## src/rtl/nes_bus_pkg.sv

```systemverilog
// Shared CPU-bus constants and the sprite-DMA state encoding.
// Ports: none (package). Imported by nes_spr_dma.
// Config: NES_SPR_DMA_ALIGN_EN adds the ALIGN state to the encoding.
package nes_bus_pkg;

  localparam logic [15:0] ADDR_OAMDMA  = 16'h4014;
  localparam logic [15:0] ADDR_OAMDATA = 16'h2004;

`ifdef NES_SPR_DMA_ALIGN_EN
  typedef enum logic [2:0] {
    ST_IDLE  = 3'd0,
    ST_HALT  = 3'd1,
    ST_ALIGN = 3'd2,
    ST_READ  = 3'd3,
    ST_WRITE = 3'd4
  } dma_state_t;
`else
  typedef enum logic [2:0] {
    ST_IDLE  = 3'd0,
    ST_HALT  = 3'd1,
    ST_READ  = 3'd3,
    ST_WRITE = 3'd4
  } dma_state_t;
`endif

endpackage

```

## src/rtl/nes_spr_dma.sv

```systemverilog
// Sprite (OAM) DMA master: a write to $4014 copies page {wdata,00..FF} to $2004.
// Ports: i_clk/i_rst; i_bus_* snoop for the trigger; o_spr_req/i_spr_gnt arbitration;
//        o_spr_addr/o_spr_wn/o_spr_wdata/i_spr_rdata master bus; o_busy status.
// Config: NES_SPR_DMA_ALIGN_EN adds the odd-cycle ALIGN dummy read and the parity flop.
module nes_spr_dma
  import nes_bus_pkg::*;
(
  input  logic        i_clk,
  input  logic        i_rst,
  input  logic [15:0] i_bus_addr,
  input  logic        i_bus_wn,
  input  logic [7:0]  i_bus_wdata,
  output logic        o_spr_req,
  input  logic        i_spr_gnt,
  output logic [15:0] o_spr_addr,
  output logic        o_spr_wn,
  output logic [7:0]  o_spr_wdata,
  input  logic [7:0]  i_spr_rdata,
  output logic        o_busy
);

  dma_state_t state, state_nxt;
  logic [7:0] page;
  logic [7:0] idx;
  logic [7:0] data;
  logic       trig;

  // Only snoop the bus while we are not mastering it ourselves.
  assign trig = (state == ST_IDLE) && !i_bus_wn && (i_bus_addr == ADDR_OAMDMA);

`ifdef NES_SPR_DMA_ALIGN_EN
  // Free-running CPU cycle parity; odd in HALT costs one extra dummy read.
  logic parity;

  always_ff @(posedge i_clk or posedge i_rst) begin
    if (i_rst) parity <= 1'b0;
    else       parity <= ~parity;
  end
`endif

  always_ff @(posedge i_clk or posedge i_rst) begin
    if (i_rst) begin
      state <= ST_IDLE;
      page  <= 8'h00;
      idx   <= 8'h00;
      data  <= 8'h00;
    end else begin
      state <= state_nxt;
      if (trig) begin
        page <= i_bus_wdata;
        idx  <= 8'h00;
      end
      // Nothing moves on a cycle the arbiter withholds the bus.
      if (i_spr_gnt) begin
        if (state == ST_READ)  data <= i_spr_rdata;
        if (state == ST_WRITE) idx  <= idx + 8'd1;
      end
    end
  end

  always_comb begin
    state_nxt   = state;
    o_spr_addr  = 16'h0000;
    o_spr_wn    = 1'b1;
    o_spr_wdata = 8'h00;
    case (state)
      ST_IDLE: begin
        if (trig) state_nxt = ST_HALT;
      end
      ST_HALT: begin
        o_spr_addr = {page, 8'h00};
        if (i_spr_gnt) begin
`ifdef NES_SPR_DMA_ALIGN_EN
          state_nxt = parity ? ST_ALIGN : ST_READ;
`else
          state_nxt = ST_READ;
`endif
        end
      end
`ifdef NES_SPR_DMA_ALIGN_EN
      ST_ALIGN: begin
        o_spr_addr = {page, 8'h00};
        if (i_spr_gnt) state_nxt = ST_READ;
      end
`endif
      ST_READ: begin
        o_spr_addr = {page, idx};
        if (i_spr_gnt) state_nxt = ST_WRITE;
      end
      ST_WRITE: begin
        o_spr_addr  = ADDR_OAMDATA;
        o_spr_wn    = 1'b0;
        o_spr_wdata = data;
        if (i_spr_gnt) state_nxt = (idx == 8'hFF) ? ST_IDLE : ST_READ;
      end
      default: state_nxt = ST_IDLE;
    endcase
  end

  assign o_spr_req = (state != ST_IDLE);
  assign o_busy    = (state != ST_IDLE);

endmodule

```

## config.mk

```make
export PLATFORM = sky130hd
export DESIGN_NAME = nes_spr_dma
export DESIGN_NICKNAME = d
export VERILOG_FILES = /design/src/rtl/nes_bus_pkg.sv /design/src/rtl/nes_spr_dma.sv
export SDC_FILE = /design/constraint.sdc
export NUM_CORES = 1
export LEC_CHECK = 0
export BUFFER_PORTS_ARGS = -buffer_cell sky130_fd_sc_hd__buf_2
export CAP_MARGIN = 20
export CORE_MARGIN = 2
export CORE_UTILIZATION = 50
export DETAILED_ROUTE_END_ITERATION = 7
export HOLD_SLACK_MARGIN = 0.08
export PLACE_DENSITY = 0.84
export SYNTH_ARGS = -nofsm -noshare
export SYNTH_HDL_FRONTEND = slang
export SYNTH_SLANG_ARGS = --single-unit
```

## constraint.sdc

```tcl
create_clock -name i_clk -period 4.85 [get_ports i_clk]
set_input_delay 0.7275 -clock i_clk [delete_from_list [all_inputs] [get_ports i_clk]]
set_output_delay 0.7275 -clock i_clk [all_outputs]
set_load 0.05 [all_outputs]
```

## After elaboration in Yosys (flattened, before gate mapping)

Index checks and enable logic that the tools add are counted.

| storage, ports and cells | value |
|---|---|
| memories | 0 |
| logic and storage cells | 33 |
| input port bits | 36 |
| flip-flop bits (word level) | 27 |
| bits in latches | 0 |
| output and inout port bits | 27 |
| memory bits (read-only) | 0 |
| memory bits (writable) | 0 |

| operators by class | value |
|---|---|
| bitwise gates (word level) | 0 |
| multiplexer cells | 12 |
| shifts and indexed selects | 0 |
| reductions and logical operators | 7 |
| equal/unequal tests | 9 |
| add/sub/neg operators | 1 |
| $mul | 0 |
| order comparisons | 0 |
| div/mod/pow operators | 0 |

Operators with widths:

| operator | number |
|---|---|
| 16-bit one-hot mux with 3 select lines | 1 |
| 8-bit 2-to-1 mux | 4 |
| 16-bit by 15-bit == test with 1-bit output (second input constant) | 1 |
| 3-bit 2-to-1 mux | 4 |
| 3-bit one-hot mux with 4 select lines | 1 |
| 8-bit by 1-bit adder with 8-bit output (second input constant) | 1 |
| 8-bit == test (second input constant) | 1 |
| 2-bit inequality test (second input constant) | 4 |
| 4-bit AND reduction | 1 |
| 3-bit by 1-bit == test with 1-bit output (second input constant) | 1 |
| 3-bit by 2-bit == test with 1-bit output (second input constant) | 1 |
| 3-bit == test (second input constant) | 1 |
| 3-bit zero test | 1 |
| 3-bit nonzero test | 1 |
| 1-bit logical AND | 2 |
| 2-bit 2-to-1 mux | 1 |
| 2-bit AND reduction | 1 |
| 1-bit zero test | 1 |
| 1-bit 2-to-1 mux | 1 |

## Logic depth before layout (Yosys ltp)

| logic depth | value |
|---|---|
| word-level depth | 6 |
| mapped depth | 5 |
| depth with buffers taken out | 5 |

## Worst setup path after synthesis

Ideal clock, no wire load.

| path | value |
|---|---|
| path type | flip-flop to output port |
| start | register state[0] |
| end | output port o_spr_addr[13] |
| arrival | 1551 ps |
| data required time | 4123 ps |
| cell stages (with the launch flop) | 5 |
| path slack | 2571 ps |
| path buffers | 1 |
| cell sequence | dfrtp_1 nor3b_1 clkbuf_1 inv_1 nand2_1 |

| on the way | value |
|---|---|
| word-level cells in the longest chain between the ends | 2 |
| elaborated cells between the ends (all ways) | 4 |
| classes of those cells | 3 x eq/ne; 1 x mux |

RTL lines:

| item | RTL line | text |
|---|---|---|
| from (decl) | nes_spr_dma.sv:22 | `dma_state_t state, state_nxt;` |
| from (signal assigned) | nes_spr_dma.sv:48 | `state <= state_nxt;` |
| 3-bit == test (tied with other cells) | nes_spr_dma.sv:66 | `case (state)` |
| 16-bit one-hot mux with 3 select lines (*) | nes_spr_dma.sv:66 |  |
| to (decl) | nes_spr_dma.sv:15 | `output logic [15:0] o_spr_addr,` |

Mark *: on every way between the ends. The rest lies on a longest branch, timed or not.

## Final worst setup path

| path | value |
|---|---|
| start | register state[1] |
| end | output port o_spr_addr[13] |

Same word-level chain as after synthesis.

==> out/results.txt <==
Run status = finished clean
GRT overflow = 0
Synth Register Bits = 27
Reg2Reg Depth = 3
Chip width = 56.63 um
Period Utilization, post-route = 0.6178
Hold slack = 0.2871 ns
Num CTS Buffers = 3
Clock Tree Buf Depth = 2
First-pass GRT wire length = 5016 um
Initial Util = 0.5156
Antenna violations before repair = 0
Switching Share = 0.3463
Worst EP required = 4.12 ns
Clk Latency, worst-skew pair = 0.34 ns
Final ANT Viol Nets = 0
CP Capture Type = primary output
Largest area contributor in the netlist = dfrtp_1
Reg power frac = 0.539
Dpl cells = 217
Number of global-route vias before repair = 1124
Clock transition at path regs = 0.14 ns
Setup TNS = 0 ns
Final #Nets = 230
Worst setup path class = reg -> out
Largest net degree at the start of global routing = 28
Placeable Area = 2686 um^2
Finished Core Util = 0.6525
Sequential share of the synthesized area = 0.4878
Clk sink count = 27
Synth async-reset ratio = 1.000
Row cnt = 19
Detail-routed via count per cell = 5.386
Max Slew Vio Count = 0
Worst slew pin tran = 0.9473 ns
RSZ-0062 raised after global routing = false
EDFF count, synth = 0
Finished Layout Cells = 223
H-tree Lvls = 1
Final setup viols = 0
Skew final = 0.004300 ns
Wire per inst = 13.88 um
PostCTS Resize Cnt = 0
Number of remaining DRC errors = 0
DR pass1 iterations = 4
CP startpoint kind = flip-flop
Final HPWL DP = 2219 um
P&R area growth vs syn = 26.56%
Initial DRC count = 45
Port Buffers = 62
Final Wtd Congestion = 0.8381
Synth Area per Inst = 10.57 um^2
GRT Overall Usage = 0.2062
Combinational group share of total power = 0.281
Synth area leaders = dfrtp_1 (49%), mux2_2 (12%), and2_1 (6.8%), and3_1 (4.1%), nand2_1 (4.1%)
Antenna cell count = 0
Cells after Synth = 131
Clock Tree Root = clkbuf_4
Syn_nets = 168
Net Switching = 194.1 uW
Die H = 56.63 um
HP Class = in -> async
Tmin final = 2.996 ns
Top-count cell post-synth = dfrtp_1
Fin. Hold Viols = 0
Leakage Power = 0.001005 uW
Power Total = 560.4 uW
Max-cap violation count = 0
Synth Warn # = 0
Max Clk Rate = 333.7 MHz
Mapped Area = 1385 um^2
Setup Fix Bufs, Post-CTS = 0
CTS tree = done
Worst-path fanout max = 14
Clock power frac = 0.180
Most common flop cell mapped by yosys = dfrtp_1
Headroom to the max-slew limit = 0.3671
List of most frequent post-synthesis cells = dfrtp_1 (27), and2_1 (15), mux2_2 (15), nand2_1 (15), and3_1 (9)
PwrDens = 319.7 nW/um^2
CTS Hold Bufs = 0
Boundary pin count = 63
Share of layout cells above drive strength 1 = 0.4583
Peak VDD IR = 0.2517 mV
Internal Power = 366.3 uW
CP Data Arrival Time = 2.27 ns
Post-synthesis cell type count = 28
Yosys top cell area share = 0.4878
Routed wire length = 3095 um
Routed vias = 1201
Full die area = 3207 um^2
[final timing paths]
path / start / endpoint / slack (ns)
max: state[1] / o_spr_addr[13] / 1.85
min in group i_clk: data[6] / data[6] / 0.51
max reg2reg: state[1] / page[5] / 2.73
min reg2reg: data[6] / data[6] / 0.51
min: i_rst / page[5] / 0.29
max in group asynchronous: i_rst / idx[7] / 4.17
[final cells by class]
cell class / instances / area (um^2)
Clock buffer: 4 / 26.28
Fill cell: 226 / 933.4
Inverter: 2 / 7.507
Multi-Input combinational cell: 95 / 661.9
Sequential cell: 27 / 675.6
Tap cell: 31 / 38.79
Timing Repair Buffer: 64 / 342.8
[through the flow]
stage | worst slack [ns] | area, um^2
4_1_cts | 1.873 | 1720
3_3_place_gp | 2.382 | 1694
3_5_place_dp | 2.291 | 1694
6_report | 1.854 | 1753
5_1_grt | 1.669 | 1753
2_1_floorplan | 2.571 | 1385
[power by group through the flow]
stage	clock network [uW]	logic [uW]	registers, uW
4_1_cts	103	156	302
2_1_floorplan	0	132	293
3_3_place_gp	0	151	303
5_1_grt	111	172	308
3_5_place_dp	0	156	306
6_report	101	158	302
[flip-flops by register name (all words and copies together) (netlist names)]
name and cells:
data 8, idx 8, page 8, state 3
[worst max-delay path, cell delays in order, from the launching register on]
cell and delay, ns:
dfrtp_1 0.55, nor3b_1 0.82, inv_1 0.20, nand2_1 0.10, buf_2 0.26
[cell families after synthesis]
family          Yosys count  synth area share
buf+inv                   9           0.03433
simple gates             65            0.2710
xor+xnor                  5           0.03162
compound gates            8           0.03343
flops                    27            0.4878
fa+ha+maj                 1          0.009032
mux                      16            0.1328
[cell usage in the layout, fill, tap and decap left out, types with 2 or more instances in the layout]
cell / instances
buf_2: 62
dfrtp_1: 27
nand2_1: 15
mux2_2: 15
and2_1: 15
and3_1: 9
nor2_1: 7
nand4_1: 6
o21ai_0: 6
xor2_1: 5
clkbuf_4: 3
nor4b_1: 2
nand3_1: 2
inv_1: 2
or2_2: 2
[routing by layer]
layer / part of all wire / GRT usage
met3: 0.093 / 0.04839
met4: 0.027 / 0.1122
met1: 0.38 / 0.2546
met2: 0.50 / 0.3322
met5: 0 / 0
Note: power is estimated with default switching activity, not from simulation.
